$ cat src/rtl/turbo_encoder_block.sv
// turbo_encoder_block
// Serial-in, rate-1/3 parallel-concatenated (turbo) encoder with a single
// K-bit block buffer. A block of K information bits is loaded serially, then
// emitted as K triplets {systematic, parity1, parity2}. Parity1 comes from
// RSC1 fed in natural order; parity2 comes from RSC2 fed through one of four
// interleavers chosen by select_interleaver at the first bit of the block.
//
// Optional feature macro: TURBO_TAIL_EN
//   When defined, ENCODE is followed by a TAIL state that emits three
//   termination triplets which drive both RSC states back to 000.
//   When undefined, the block ends on ENCODE triplet K-1.
module turbo_encoder_block #(
    parameter int K      = 8,
    parameter int STRIDE = 3
) (
    input  logic       clk,
    input  logic       reset,
    input  logic [1:0] select_interleaver,
    input  logic       in_valid,
    input  logic       in_bit,
    output logic       in_ready,
    output logic       out_valid,
    input  logic       out_ready,
    output logic [2:0] out_data,
    output logic       out_last
);

    // Index width and derived constants (indices run 0..K-1)
    localparam int            IW       = $clog2(K);
    localparam int            IW1      = IW + 1;
    localparam logic [IW-1:0] ZERO_IDX = IW'(0);
    localparam logic [IW-1:0] ONE_IDX  = IW'(1);
    localparam logic [IW-1:0] LAST_IDX = IW'(K - 1);
    localparam logic [IW:0]   K_EXT    = IW1'(K);
    localparam logic [IW:0]   TWO_EXT  = IW1'(2);
    localparam logic [IW:0]   STEP_EXT = IW1'(STRIDE % K);

    // FSM encoding
    localparam logic [1:0] ST_IDLE   = 2'd0;
    localparam logic [1:0] ST_LOAD   = 2'd1;
    localparam logic [1:0] ST_ENCODE = 2'd2;
`ifdef TURBO_TAIL_EN
    localparam logic [1:0] ST_TAIL   = 2'd3;
`endif

    // One RSC trellis step. State is {s1,s2,s3}; result is {parity, next}.
    // Feedback a = u^s2^s3, parity = a^s1^s3, next state = {a,s1,s2}.
    function automatic logic [3:0] rsc_step(input logic [2:0] st, input logic u);
        logic a;
        a = u ^ st[1] ^ st[0];
        return {a ^ st[2] ^ st[0], a, st[2], st[1]};
    endfunction

`ifdef TURBO_TAIL_EN
    // Termination input: cancels the feedback so a shifts in as 0.
    function automatic logic rsc_tail_in(input logic [2:0] st);
        return st[1] ^ st[0];
    endfunction
`endif

    // Interleaved index of triplet 0 for each mode.
    function automatic logic [IW-1:0] pi_first(input logic [1:0] mode);
        logic [IW-1:0] r;
        case (mode)
            2'd1:    r = LAST_IDX;
            default: r = ZERO_IDX;
        endcase
        return r;
    endfunction

    // Interleaved index of triplet i+1 from that of triplet i. Every mode is
    // an increment/decrement or a modular add, so no multiplier is needed.
    function automatic logic [IW-1:0] pi_next(input logic [1:0] mode, input logic [IW-1:0] p);
        logic [IW:0]   sum;
        logic [IW-1:0] r;
        sum = {1'b0, p};
        case (mode)
            2'd0: r = p + ONE_IDX;
            2'd1: r = p - ONE_IDX;
            2'd2: begin
                // evens ascending, then wrap to index 1 for the odds
                sum = {1'b0, p} + TWO_EXT;
                if (sum > {1'b0, LAST_IDX}) begin
                    r = ONE_IDX;
                end else begin
                    r = sum[IW-1:0];
                end
            end
            2'd3: begin
                sum = {1'b0, p} + STEP_EXT;
                if (sum >= K_EXT) begin
                    sum = sum - K_EXT;
                end else begin
                    sum = sum;
                end
                r = sum[IW-1:0];
            end
            default: r = p;
        endcase
        return r;
    endfunction

    // Registered state
    logic [1:0]    state_r;
    logic [K-1:0]  buf_r;
    logic [IW-1:0] load_cnt_r;
    logic [1:0]    mode_r;
    logic [IW-1:0] idx_r;
    logic [IW-1:0] pi_r;
    logic [2:0]    rsc1_r;
    logic [2:0]    rsc2_r;
    logic          in_ready_r;
    logic          out_valid_r;
    logic [2:0]    out_data_r;
    logic          out_last_r;
`ifdef TURBO_TAIL_EN
    logic [1:0]    tail_cnt_r;
    logic [1:0]    tail_cnt_s;
`endif

    // Next-state values
    logic [1:0]    state_s;
    logic [K-1:0]  buf_s;
    logic [K-1:0]  buf_full_s;
    logic [IW-1:0] load_cnt_s;
    logic [1:0]    mode_s;
    logic [IW-1:0] idx_s;
    logic [IW-1:0] pi_s;
    logic [2:0]    rsc1_s;
    logic [2:0]    rsc2_s;
    logic          in_ready_s;
    logic          out_valid_s;
    logic [2:0]    out_data_s;
    logic          out_last_s;

    // Helpers
    logic          accept_in_s;
    logic          accept_out_s;
    logic          go_idle_s;
    logic [IW-1:0] nidx_s;
    logic [IW-1:0] npi_s;
    logic [IW-1:0] pi0_s;
    logic          u1_s;
    logic          u2_s;
    logic [3:0]    step1_s;
    logic [3:0]    step2_s;

    // FSM, load path and triplet generation
    always_comb begin
        state_s     = state_r;
        buf_s       = buf_r;
        load_cnt_s  = load_cnt_r;
        mode_s      = mode_r;
        idx_s       = idx_r;
        pi_s        = pi_r;
        rsc1_s      = rsc1_r;
        rsc2_s      = rsc2_r;
        in_ready_s  = in_ready_r;
        out_valid_s = out_valid_r;
        out_data_s  = out_data_r;
        out_last_s  = out_last_r;
`ifdef TURBO_TAIL_EN
        tail_cnt_s  = tail_cnt_r;
`endif
        go_idle_s    = 1'b0;
        accept_in_s  = in_valid & in_ready_r;
        accept_out_s = out_valid_r & out_ready;
        // Buffer as it will look once the bit on in_bit is written; triplet 0
        // is built from this so the final bit needs no extra cycle.
        buf_full_s             = buf_r;
        buf_full_s[load_cnt_r] = in_bit;
        nidx_s  = idx_r + ONE_IDX;
        npi_s   = pi_next(mode_r, pi_r);
        pi0_s   = pi_first(mode_r);
        u1_s    = 1'b0;
        u2_s    = 1'b0;
        step1_s = 4'd0;
        step2_s = 4'd0;

        case (state_r)
            ST_IDLE, ST_LOAD: begin
                in_ready_s = 1'b1;
                if (accept_in_s) begin
                    buf_s = buf_full_s;
                    if (state_r == ST_IDLE) begin
                        mode_s = select_interleaver;
                    end else begin
                        mode_s = mode_r;
                    end
                    if (load_cnt_r == LAST_IDX) begin
                        // Block complete: present triplet 0 from zero state
                        u1_s        = buf_full_s[0];
                        u2_s        = buf_full_s[pi0_s];
                        step1_s     = rsc_step(3'b000, u1_s);
                        step2_s     = rsc_step(3'b000, u2_s);
                        out_data_s  = {u1_s, step1_s[3], step2_s[3]};
                        rsc1_s      = step1_s[2:0];
                        rsc2_s      = step2_s[2:0];
                        idx_s       = ZERO_IDX;
                        pi_s        = pi0_s;
                        load_cnt_s  = ZERO_IDX;
                        out_valid_s = 1'b1;
                        out_last_s  = 1'b0;
                        in_ready_s  = 1'b0;
                        state_s     = ST_ENCODE;
                    end else begin
                        load_cnt_s = load_cnt_r + ONE_IDX;
                        state_s    = ST_LOAD;
                    end
                end else begin
                    state_s = state_r;
                end
            end

            ST_ENCODE: begin
                if (accept_out_s) begin
                    if (idx_r == LAST_IDX) begin
`ifdef TURBO_TAIL_EN
                        // First termination triplet
                        u1_s       = rsc_tail_in(rsc1_r);
                        u2_s       = rsc_tail_in(rsc2_r);
                        step1_s    = rsc_step(rsc1_r, u1_s);
                        step2_s    = rsc_step(rsc2_r, u2_s);
                        out_data_s = {u1_s, step1_s[3], step2_s[3]};
                        rsc1_s     = step1_s[2:0];
                        rsc2_s     = step2_s[2:0];
                        out_last_s = 1'b0;
                        tail_cnt_s = 2'd0;
                        state_s    = ST_TAIL;
`else
                        go_idle_s = 1'b1;
`endif
                    end else begin
                        u1_s       = buf_r[nidx_s];
                        u2_s       = buf_r[npi_s];
                        step1_s    = rsc_step(rsc1_r, u1_s);
                        step2_s    = rsc_step(rsc2_r, u2_s);
                        out_data_s = {u1_s, step1_s[3], step2_s[3]};
                        rsc1_s     = step1_s[2:0];
                        rsc2_s     = step2_s[2:0];
                        idx_s      = nidx_s;
                        pi_s       = npi_s;
`ifdef TURBO_TAIL_EN
                        out_last_s = 1'b0;
`else
                        out_last_s = (nidx_s == LAST_IDX);
`endif
                    end
                end else begin
                    // stalled: triplet and RSC states hold
                    state_s = state_r;
                end
            end

`ifdef TURBO_TAIL_EN
            ST_TAIL: begin
                if (accept_out_s) begin
                    if (tail_cnt_r == 2'd2) begin
                        go_idle_s = 1'b1;
                    end else begin
                        u1_s       = rsc_tail_in(rsc1_r);
                        u2_s       = rsc_tail_in(rsc2_r);
                        step1_s    = rsc_step(rsc1_r, u1_s);
                        step2_s    = rsc_step(rsc2_r, u2_s);
                        out_data_s = {u1_s, step1_s[3], step2_s[3]};
                        rsc1_s     = step1_s[2:0];
                        rsc2_s     = step2_s[2:0];
                        out_last_s = (tail_cnt_r == 2'd1);
                        tail_cnt_s = tail_cnt_r + 2'd1;
                    end
                end else begin
                    state_s = state_r;
                end
            end
`endif

            default: begin
                go_idle_s = 1'b1;
            end
        endcase

        // Common return to IDLE: block done (or unreachable state recovered)
        if (go_idle_s) begin
            state_s     = ST_IDLE;
            buf_s       = {K{1'b0}};
            load_cnt_s  = ZERO_IDX;
            idx_s       = ZERO_IDX;
            pi_s        = ZERO_IDX;
            rsc1_s      = 3'b000;
            rsc2_s      = 3'b000;
            in_ready_s  = 1'b1;
            out_valid_s = 1'b0;
            out_data_s  = 3'b000;
            out_last_s  = 1'b0;
`ifdef TURBO_TAIL_EN
            tail_cnt_s  = 2'd0;
`endif
        end else begin
            state_s = state_s;
        end
    end

    // State and output registers; reset clears everything at once
    always_ff @(posedge clk or posedge reset) begin
        if (reset) begin
            state_r     <= ST_IDLE;
            buf_r       <= {K{1'b0}};
            load_cnt_r  <= ZERO_IDX;
            mode_r      <= 2'd0;
            idx_r       <= ZERO_IDX;
            pi_r        <= ZERO_IDX;
            rsc1_r      <= 3'b000;
            rsc2_r      <= 3'b000;
            in_ready_r  <= 1'b0;
            out_valid_r <= 1'b0;
            out_data_r  <= 3'b000;
            out_last_r  <= 1'b0;
`ifdef TURBO_TAIL_EN
            tail_cnt_r  <= 2'd0;
`endif
        end else begin
            state_r     <= state_s;
            buf_r       <= buf_s;
            load_cnt_r  <= load_cnt_s;
            mode_r      <= mode_s;
            idx_r       <= idx_s;
            pi_r        <= pi_s;
            rsc1_r      <= rsc1_s;
            rsc2_r      <= rsc2_s;
            in_ready_r  <= in_ready_s;
            out_valid_r <= out_valid_s;
            out_data_r  <= out_data_s;
            out_last_r  <= out_last_s;
`ifdef TURBO_TAIL_EN
            tail_cnt_r  <= tail_cnt_s;
`endif
        end
    end

    assign in_ready  = in_ready_r;
    assign out_valid = out_valid_r;
    assign out_data  = out_data_r;
    assign out_last  = out_last_r;

endmodule

$ cat config.mk
export PLATFORM = sky130hd
export DESIGN_NAME = turbo_encoder_block
export DESIGN_NICKNAME = d
export VERILOG_FILES = /design/src/rtl/turbo_encoder_block.sv
export SDC_FILE = /design/constraint.sdc
export NUM_CORES = 1
export LEC_CHECK = 0
export ABC_AREA = 1
export CORE_MARGIN = 4
export CORE_UTILIZATION = 61
export CTS_BUF_LIST = sky130_fd_sc_hd__clkbuf_4 sky130_fd_sc_hd__clkbuf_8
export CTS_CLUSTER_DIAMETER = 150
export CTS_CLUSTER_SIZE = 10
export DETAILED_ROUTE_END_ITERATION = 10
export PLACE_DENSITY = 0.88
export SETUP_SLACK_MARGIN = 0.1
export SYNTH_ARGS = -nofsm -noshare
export SYNTH_HDL_FRONTEND = slang
export SYNTH_SLANG_ARGS = --single-unit
$ cat constraint.sdc
create_clock -name clk -period 2.38 [get_ports clk]
set_clock_uncertainty 0.2 [all_clocks]
set_input_delay 0.476 -clock clk [delete_from_list [all_inputs] [get_ports clk]]
set_output_delay 0.476 -clock clk [all_outputs]
set_load 0.02 [all_outputs]
# ---- Word level (Yosys, flattened, before mapping)
# Index checks and enable logic that the tools add are counted.
dict set report word_totals {
  out_inout_bits 6
  ff_bits 33
  in_bits 7
  wordCells 131
}
dict set report op_classes {
  eq_ne 12
  n_mux 71
  reduce_logical 12
  n_lt_le_gt_ge 7
  n_bitwise 10
  add_sub_neg 7
}
# op count
set op_table {}
lappend op_table {{$mux W3} 32}
lappend op_table {{$pmux W3 S2} 5}
lappend op_table {{$mux W8} 3}
lappend op_table {{$mux W1} 19}
lappend op_table {{$lt A3 B4 Y1 const B} 4}
lappend op_table {{$ne A3 B3 Y1 const B} 4}
lappend op_table {{$pmux W3 S4} 1}
lappend op_table {{$add A3 B1 Y3 const B} 3}
lappend op_table {{$bmux W1 S3} 3}
lappend op_table {{$eq A3 B3 Y1 const B} 3}
lappend op_table {{$add A3 B2 Y4 const B} 2}
lappend op_table {{$bwmux W8} 1}
lappend op_table {{$mux W2} 4}
lappend op_table {{$xor A1 B1 Y1} 8}
lappend op_table {{$eq A2 B2 Y1 const B} 3}
lappend op_table {{$reduce_and A3 Y1} 2}
lappend op_table {{$reduce_bool A2 Y1} 3}
lappend op_table {{$sub A3 B1 Y3 const B} 2}
lappend op_table {{$reduce_and A5 Y1} 1}
lappend op_table {{$eq A2 B1 Y1 const B} 2}
lappend op_table {{$ge A4 B4 Y1 const B} 1}
lappend op_table {{$gt A4 B3 Y1 const B} 1}
lappend op_table {{$logic_not A2 Y1} 2}
lappend op_table {{$pmux W1 S2} 2}
lappend op_table {{7 further kinds} 8}

# ---- Depth between registers and ports, before layout
# Gate-level depths: netlist of the first run.
dict set report depth {
  ltp_word 14
  ltp_mapped 15
  depth_no_buf 15
}

# ---- Worst setup path after synthesis of the first run
# No wires, ideal clock.
dict set report synth_path {
  path_kind {register -> register}
  from {register pi_r[0]}
  to {register rsc2_r[2]}
  n_path_buf 0
  required_ps 2063
  path_slack_ps 367
  arrival_ps 1697
  setup_time_ps 117
  synth_period_minus_slack_ps 2013
  stages_incl_launch_ff 12
  cell_sequence {dfrtp_1 > inv_1 > fa_1 > nand2_1 > o21ai_2 > nand3_1 > nand3_1 > nand3_1 > nand3_1 > nand3_1 > nand2_1 > nand2_1}
}
dict set report synth_between {
  elab_chain_cells 12
  elab_cells_between_ends 18
  cone_classes {add/sub (5); order compare (2); mux (9); bitwise (2)}
}
# element line_no
set synth_lines {}
lappend synth_lines {{from (decl)} 109} ;# logic [IW-1:0] pi_r;
lappend synth_lines {{from (signal assigned)} 327} ;# pi_r <= pi_s;
lappend synth_lines {{$add A3 B2 Y4, on equally long branches} {90, 82}}
lappend synth_lines {{$ge A4 B4 Y1 (tied with other cells)} 91} ;# if (sum >= K_EXT) begin
lappend synth_lines {{$mux W3, on equally long branches} {91, 83}}
lappend synth_lines {{$pmux W3 S4 (*)} 77} ;# case (mode)
lappend synth_lines {{$bmux W1 S3 (*)} 235} ;# u2_s = buf_r[npi_s];
lappend synth_lines {{$mux W1 (implied by the code) (*)} 235}
lappend synth_lines {{$xor A1 B1 Y1 (*) (2 in series)} 50} ;# a = u ^ st[1] ^ st[0];
lappend synth_lines {{$mux W3 (*)} 217} ;# if (idx_r == LAST_IDX) begin
lappend synth_lines {{$mux W3 (*)} 216} ;# if (accept_out_s) begin
lappend synth_lines {{$pmux W3 S2 (*)} 180} ;# case (state_r)
lappend synth_lines {{$mux W3 (*)} 283} ;# if (go_idle_s) begin
lappend synth_lines {{to (signal assigned)} 329} ;# rsc2_r <= rsc2_s;
lappend synth_lines {{to (decl)} 111} ;# logic [2:0] rsc2_r;
# Every way passes the cells marked *; elsewhere a longest branch is shown, timed or not. The select of a mux whose other input is x is not followed.
# A chain may end at the register's enable or synchronous reset.

# ---- Final worst setup path of the first run
dict set report layout_path {
  from {register pi_r[0]}
  to {register out_data_r[0], in the netlist out_data[0]}
}
dict set report layout_between {
  elab_chain_cells 14
  elab_cells_between_ends 20
  cone_classes {add/sub (5); order compare (2); mux (9); bitwise (4)}
}
# element line_no
set layout_lines {}
lappend layout_lines {{$add A3 B2 Y4, on equally long branches} {90, 82}}
lappend layout_lines {{$ge A4 B4 Y1 (tied with other cells)} 91}
lappend layout_lines {{$mux W3, on equally long branches} {91, 83}}
lappend layout_lines {{$pmux W3 S4 (*)} 77}
lappend layout_lines {{$bmux W1 S3 (*)} 235}
lappend layout_lines {{$mux W1 (implied by the code) (*)} 235}
lappend layout_lines {{$xor A1 B1 Y1 (*) (2 in series)} 50}
lappend layout_lines {{$xor A1 B1 Y1 (*) (2 in series)} 51} ;# return {a ^ st[2] ^ st[0], a, st[2], st[1]};
lappend layout_lines {{$mux W3 (*)} 217}
lappend layout_lines {{$mux W3 (*)} 216}
lappend layout_lines {{$pmux W3 S2 (*)} 180}
lappend layout_lines {{$mux W3 (*)} 283}
lappend layout_lines {{to (signal assigned)} 332} ;# out_data_r <= out_data_s;
lappend layout_lines {{to (decl)} 114} ;# logic [2:0] out_data_r;
# Marked as above.

==> results.md, run 1 <==
* Vias per Instance at 5.55
* Ant diodes at 0
* Rel. slew slack at 0.616
* Post-synthesis async set-or-reset flop share at 1.00
* Main combinational cell family by area after synthesis: simple AND/OR/NAND/NOR gates
* Period minus WS final at 2190 ps
* Num ports at 13
* RR Startpoint: pi_r[0]$_DFFE_PP0P_
* Cell with the most instances after synthesis: nand2_1
* Proportion of synthesized area in mux cells at 0
* WL met2 at 2.14 mm
* Synth cell types at 31
* Synth Area in Compound Gates at 0.138
* Cells after synthesis at 256
* Hold/Removal Path Class: reg -> reg
* Largest fanout on the critical path at 3
* Rows at 20
* Initial antenna violation count at 0
* Fin. Hold Viols at 0
* Switching pwr at 1680 µW
* Chip height at 64.6 µm
* Count of warnings emitted by yosys at 0
* Crit path DAT at 2210 ps
* Routed len/inst at 13.6 µm
* Drt drc at 0
* Clock latency on the worst-skew pair at 330 ps
* Clk network pwr share at 0.096
* Simple-gate share of the synthesized area at 0.296
* Sw frac at 0.494
* Die X at 64.6 µm
* First-pass GRT wire length at 7.37 mm
* Post-synthesis xor/xnor area fraction at 0.00897
* Post-Route WL at 4.37 mm
* Syn Area/Cell at 7.62 µm²
* Port-buffer cells at 12
* Num Clock Sinks at 33
* Synth area leaders: dfrtp_1, nand2_1, nand3_1
* Crit Path Category: reg -> reg
* Crit path launch type: register
* Via count at 1,787
* Area of placed instances at 2150 µm²
* Synth Area in Adders at 0.0487
* Vias in the first global route at 1,762
* Post-route ant nets at 0
* Share of cells above drive strength 1 at 0.165
* Top layer in use: met4
* Area leader, netlist: dfrtp_1
* R2R Path End: out_data[0]$_DFFE_PP0P_
* Root Buffer: clkbuf_4
* Worst Hold Depth at 2
* GRT Overall Usage at 0.229
* EDFF count, synth at 0
* Gpl congestion at 0.854
* Crit end category: register
* Post-CTS Hold Buffers at 0
* Outcome: completed
* Hold wc startpoint: out_data[1]$_DFFE_PP0P_
* CP Data Required Time at 2410 ps
* Total Neg Setup Slack at 0 ps
* Synth top area share at 0.423
* Area of the die at 4170 µm²
* Initial Util at 0.639
* VDD IR max at 884 µV
* Net count after synthesis at 270
* H-tree levels at 2
* Metal3 WL at 237 µm
* First-pass DRT Iterations at 5
* R2R Setup Slk at 190 ps
* Max cap viols at 0
* Layout overhead on the synthesized area at 16.3%
* FILL cells at 234
* Worst Tran Pin Value at 574 ps
* Final period utilization at 0.918
* Seq pwr share at 0.292
* RSZ-0062 raised after global routing: true
* Power Density at 1500 nW/µm²
* Top cells by count, synth: nand2_1, dfrtp_1, inv_1
* Max Fclk at 0.458 GHz
* Final design area excluding fillers at 2270 µm²
* Top FF cell, synth: dfrtp_1
* Yosys reg bits at 33
* CTS tree: built
* Worst reg2reg path depth at 11
* DRC marker count from the first detailed-route iteration at 60
* Sequential fraction of the synthesis area at 0.423
* Leakage at 0.00110 µW
* Final setup viols at 0
* Synth Cell Area at 1950 µm²
* Comb pwr share at 0.612
* DRT met1 WL at 1.89 mm
* Int Pwr at 1720 µW
* Pin count of the biggest net entering global routing at 34
* Hold Crit Endpoint: out_data[1]$_DFFE_PP0P_
* Final HPWL DP at 3.23 mm
* CORE AREA at 3050 µm²
* Clock tree buffer depth at 2
* Final nets at 292
* Clk pin slew, worst setup/hold paths at 90 ps
* Global route total overflow at 0
* Final Max Tran Viols at 0
* Total CTS buffers at 5
## timing repair
item                                    CTS  global route
hold endpoints to repair                  0             0
resized for setup                         0            13
endpoints found under the setup margin    0             3
setup buffers                             0             1
## critical path, cell delays in order (launching register included)
cell	delay (ps)
dfrtp_1	390
inv_2	60
fa_2	600
nand2_1	70
o21ai_2	100
nand3_2	130
nand2_1	110
nand2_2	70
nand3_2	80
nand4_1	90
nand3_1	130
nand2_1	50
## per-stage QoR
| step | power (µW) | setup WS [ps] | utilization | hold slack [ps] | std cells |
|---|---|---|---|---|---|
| CTS | 3210 | 199 | 0.723 | 289 | 321 |
| global placement | 2800 | 96.7 | 0.704 | 274 | 314 |
| global route | 3740 | 38.2 | 0.744 | 318 | 322 |
| detailed placement | 2870 | 56.3 | 0.704 | 266 | 314 |
| floorplan | 2400 | 367 | - | 259 | 256 |
| finish | 3400 | 194 | 0.744 | 285 | 322 |
## final cells by class
class	count	area, µm²	area share
clock buffer	7	58.8	0.0259
inverter	40	150	0.0661
tap	44	55.1	0.0242
timing repair buffer	18	165	0.0727
multi-input combinational	180	1010	0.447
sequential	33	827	0.364
## layout by cell type (no fill, tap or decap), types with 2 or more instances in the layout
master / count
a21oi_1: 8
a22oi_1: 2
buf_4: 6
clkbuf_4: 6
clkdlybuf4s50_1: 12
dfrtp_1: 32
ha_1: 5
inv_1: 32
inv_2: 8
nand2_1: 62
nand2_2: 7
nand2_4: 2
nand3_1: 24
nand3_2: 7
nand4_1: 3
nor2_1: 18
o211ai_1: 3
o21ai_0: 12
o21ai_1: 3
o22ai_1: 10
xor2_1: 2
## power groups by stage
stage          sequential (µW)  combinational, µW  clock [µW]
4_1_cts                    984               1890         333
3_5_place_dp               995               1880           0
3_3_place_gp               989               1810           0
2_1_floorplan              997               1400           0
6_report                   991               2080         328
5_1_grt                   1020               2360         359
## cell families (layout without fill, tap and decap cells)
family | count (synthesis) | count (layout)
buf+inv | 43 | 65
xor+xnor | 2 | 2
flops | 33 | 33
compound gates | 44 | 44
simple gates | 127 | 127
fa+ha+maj | 7 | 7
## state kept, by name, indices dropped and copies added (netlist names)
register and cells:
load_cnt_r 3, rsc2_r 3, buf_r 8, pi_r 3, idx_r 3, rsc1_r 3, state_r 2, mode_r 2
out_data 3, out_last 1, in_ready 1, out_valid 1
## per-layer routing
layer,vias up,GRT usage
met5,-,0
met4,0,0.121
met3,16,0.0485
met2,53,0.380
met1,835,0.280
li1,883,-
## how the worst max path moves through the flow
stage | startpoint | end | cells past startpoint
after floorplan | pi_r[0]$_DFFE_PP0P_ | rsc2_r[2]$_DFFE_PP0P_ | 11
after global placement | out_ready | buf_r[6]$_DFFE_PP0P_ | 11
after detailed placement | out_ready | buf_r[6]$_DFFE_PP0P_ | 11
after CTS | mode_r[0]$_DFFE_PP0P_ | out_data[0]$_DFFE_PP0P_ | 10
after global routing | pi_r[1]$_DFFE_PP0P_ | rsc2_r[2]$_DFFE_PP0P_ | 11
final | pi_r[0]$_DFFE_PP0P_ | out_data[0]$_DFFE_PP0P_ | 11
(Power assumes the default switching activity.)
==> run 2: changes to the inputs <==
--- a/config.mk
+++ b/config.mk
@@ -12,7 +12,7 @@
 export CTS_CLUSTER_DIAMETER = 150
 export CTS_CLUSTER_SIZE = 10
 export DETAILED_ROUTE_END_ITERATION = 10
-export PLACE_DENSITY = 0.88
+export PLACE_DENSITY = 0.86
 export SETUP_SLACK_MARGIN = 0.1
 export SYNTH_ARGS = -nofsm -noshare
 export SYNTH_HDL_FRONTEND = slang
==> constraint.sdc (replaced) <==
create_clock -name clk -period 2.38 [get_ports clk]
set_clock_uncertainty 0.2 [all_clocks]
set_input_delay 0.357 -clock clk [delete_from_list [all_inputs] [get_ports clk]]
set_output_delay 0.357 -clock clk [all_outputs]
set_load 0.02 [all_outputs]
==> run 2 against run 1 <==
Compared with the run above: routed wire length shrank 1.5%; sequential power is essentially flat; non-clock buffer count is 1 higher; cell count unchanged; die area stayed put; cell area down 1.7%; utilization fell by 1.3 points; critical path depth stayed put; clock power decreased by 14%; clock-buffer cell count shrank 2; first-iteration DRC count up 17%; critical path type unchanged; highest routed layer unchanged.
==> results.md, run 2 (same netlist as run 1, synthesis figures left out) <==
* First-pass DRT Iterations at 4
* VDD IR max at 731 µV
* Final period utilization at 0.887
* GRT Overall Usage at 0.234
* DRC marker count from the first detailed-route iteration at 70
* H-tree levels at 2
* Comb pwr share at 0.611
* Post-route ant nets at 0
* Power Density at 1470 nW/µm²
* Drt drc at 0
* Register bank with the most flops: buf_r
* Outcome: completed
* Num ports at 13
* Post-Route WL at 4.31 mm
* Total CTS buffers at 5
* CTS tree: built
* Gpl congestion at 0.908
* Share of cells above drive strength 1 at 0.147
* Period minus WS final at 2110 ps
* Rows at 20
* Crit path DAT at 2160 ps
* Worst Tran Pin Value at 564 ps
* Final setup viols at 0
* Final core utilization at 0.731
* Leakage at 0.00109 µW
* Num Clock Sinks at 33
* Initial Util at 0.639
* Ant diodes at 0
* Fin Hold WS at 189 ps
* Global route total overflow at 0
* Dpl ws at 84.8 ps
* Chip height at 64.6 µm
* Fin. Hold Viols at 0
* Rel. slew slack at 0.623
* Max cap viols at 0
* Int Pwr at 1640 µW
* Vias per Instance at 5.47
* Pin count of the biggest net entering global routing at 34
* Final Max Tran Viols at 0
* Largest register FFs at 8
* Crit Path Category: reg -> reg
* CP Data Required Time at 2430 ps
* Final design area excluding fillers at 2230 µm²
* Die X at 64.6 µm
* Leading cell type in the layout, fill and taps excluded: nand2_1
* Area of placed instances at 2130 µm²
* CORE AREA at 3050 µm²
* Root Buffer: clkbuf_4
* Final nets at 293
* Critical Path, Cell by Cell: inv_1, fa_1, nand2_1, o21ai_2, nand3_2, nand3_2, nand3_1, nand3_1, nand3_1, nand2_1, nand2_1
* Vias in the first global route at 1,703
* Initial antenna violation count at 0
* Sw frac at 0.500
* Layout overhead on the synthesized area at 14.4%
* Final setup margin at 269 ps
* Clk network pwr share at 0.086
* Max Fclk at 0.474 GHz
* Port-buffer cells at 12
* Commonest cells after routing, fill and taps aside: nand2_1, inv_1, dfrtp_1
* CP max stage delay at 570 ps
* Final HPWL DP at 3.14 mm
* Routed len/inst at 13.4 µm
* CP max-delay cell: fa_1
* Via count at 1,762
* Clock latency on the worst-skew pair at 340 ps
* Clk pin slew, worst setup/hold paths at 100 ps
* Area of the die at 4170 µm²
* Crit path launch type: register
* Clock tree buffer depth at 2
* Hold/Removal Path Class: in -> async
* Switching pwr at 1640 µW
* Seq pwr share at 0.304
* RSZ-0062 raised after global routing: true
* Largest fanout on the critical path at 3
* Crit end category: register
* Total Neg Setup Slack at 0 ps
* First-pass GRT wire length at 7.49 mm
==> run 2: timing repair <==
| action | 4_1_cts | 5_1_grt |
|---|---|---|
| setup endpoints to repair | 0 | 6 |
| gates resized for setup | 0 | 7 |
| hold buffers | 0 | 0 |
| setup buffers | 0 | 4 |
==> run 2: metal layers <==
layer	part of all wire	global-route usage	up-vias
met4	0.027	0.119	0
li1	-	-	888
met3	0.053	0.0555	16
met5	0	0	-
met2	0.48	0.372	63
met1	0.44	0.299	795
==> run 2: cell type report <==
cell class | count | area [µm²]
Multi-Input combinational cell | 180 | 985
Clock inverter | 1 | 5.00
Tap cell | 44 | 55.1
Timing Repair Buffer | 19 | 173
Sequential cell | 33 | 827
Clock buffer | 5 | 37.5
Inverter | 40 | 150
Fill cell | 257 | 821
==> run 2: worst paths after layout <==
path	slack [ps]	cells after the start	to	start
max	270	11	rsc2_r[2]$_DFFE_PP0P_	pi_r[0]$_DFFE_PP0P_
min	190	3	out_data[0]$_DFFE_PP0P_	reset
max reg2reg	270	11	rsc2_r[2]$_DFFE_PP0P_	pi_r[0]$_DFFE_PP0P_
min reg2reg	290	2	out_data[0]$_DFFE_PP0P_	out_data[0]$_DFFE_PP0P_
max in group asynchronous	1460	3	idx_r[0]$_DFFE_PP0P_	reset
min in group clk	290	2	out_data[0]$_DFFE_PP0P_	out_data[0]$_DFFE_PP0P_
==> run 2: through the flow <==
stage               power, µW  instances
floorplan                2400        256
global placement         2790        312
detailed placement       2850        312
CTS                      3140        318
global route             3610        322
finish                   3270        322
==> run 2: critical path, delay by kind of cell, from the launching register on <==
| family | cells | cell delay [ps] |
|---|---|---|
| AO/OA/AOI/OAI | 1 | 100 |
| adder cells (fa/ha/maj) | 1 | 570 |
| buffers and inverters | 1 | 80 |
| flip-flops | 1 | 380 |
| AND/OR/NAND/NOR | 8 | 670 |
==> run 2: power by group through the flow <==
stage	logic [µW]	registers [µW]	clock network (µW)
6_report	2000	994	281
5_1_grt	2280	1020	309
4_1_cts	1860	994	286
3_5_place_dp	1850	1000	0
3_3_place_gp	1790	996	0
2_1_floorplan	1400	997	0
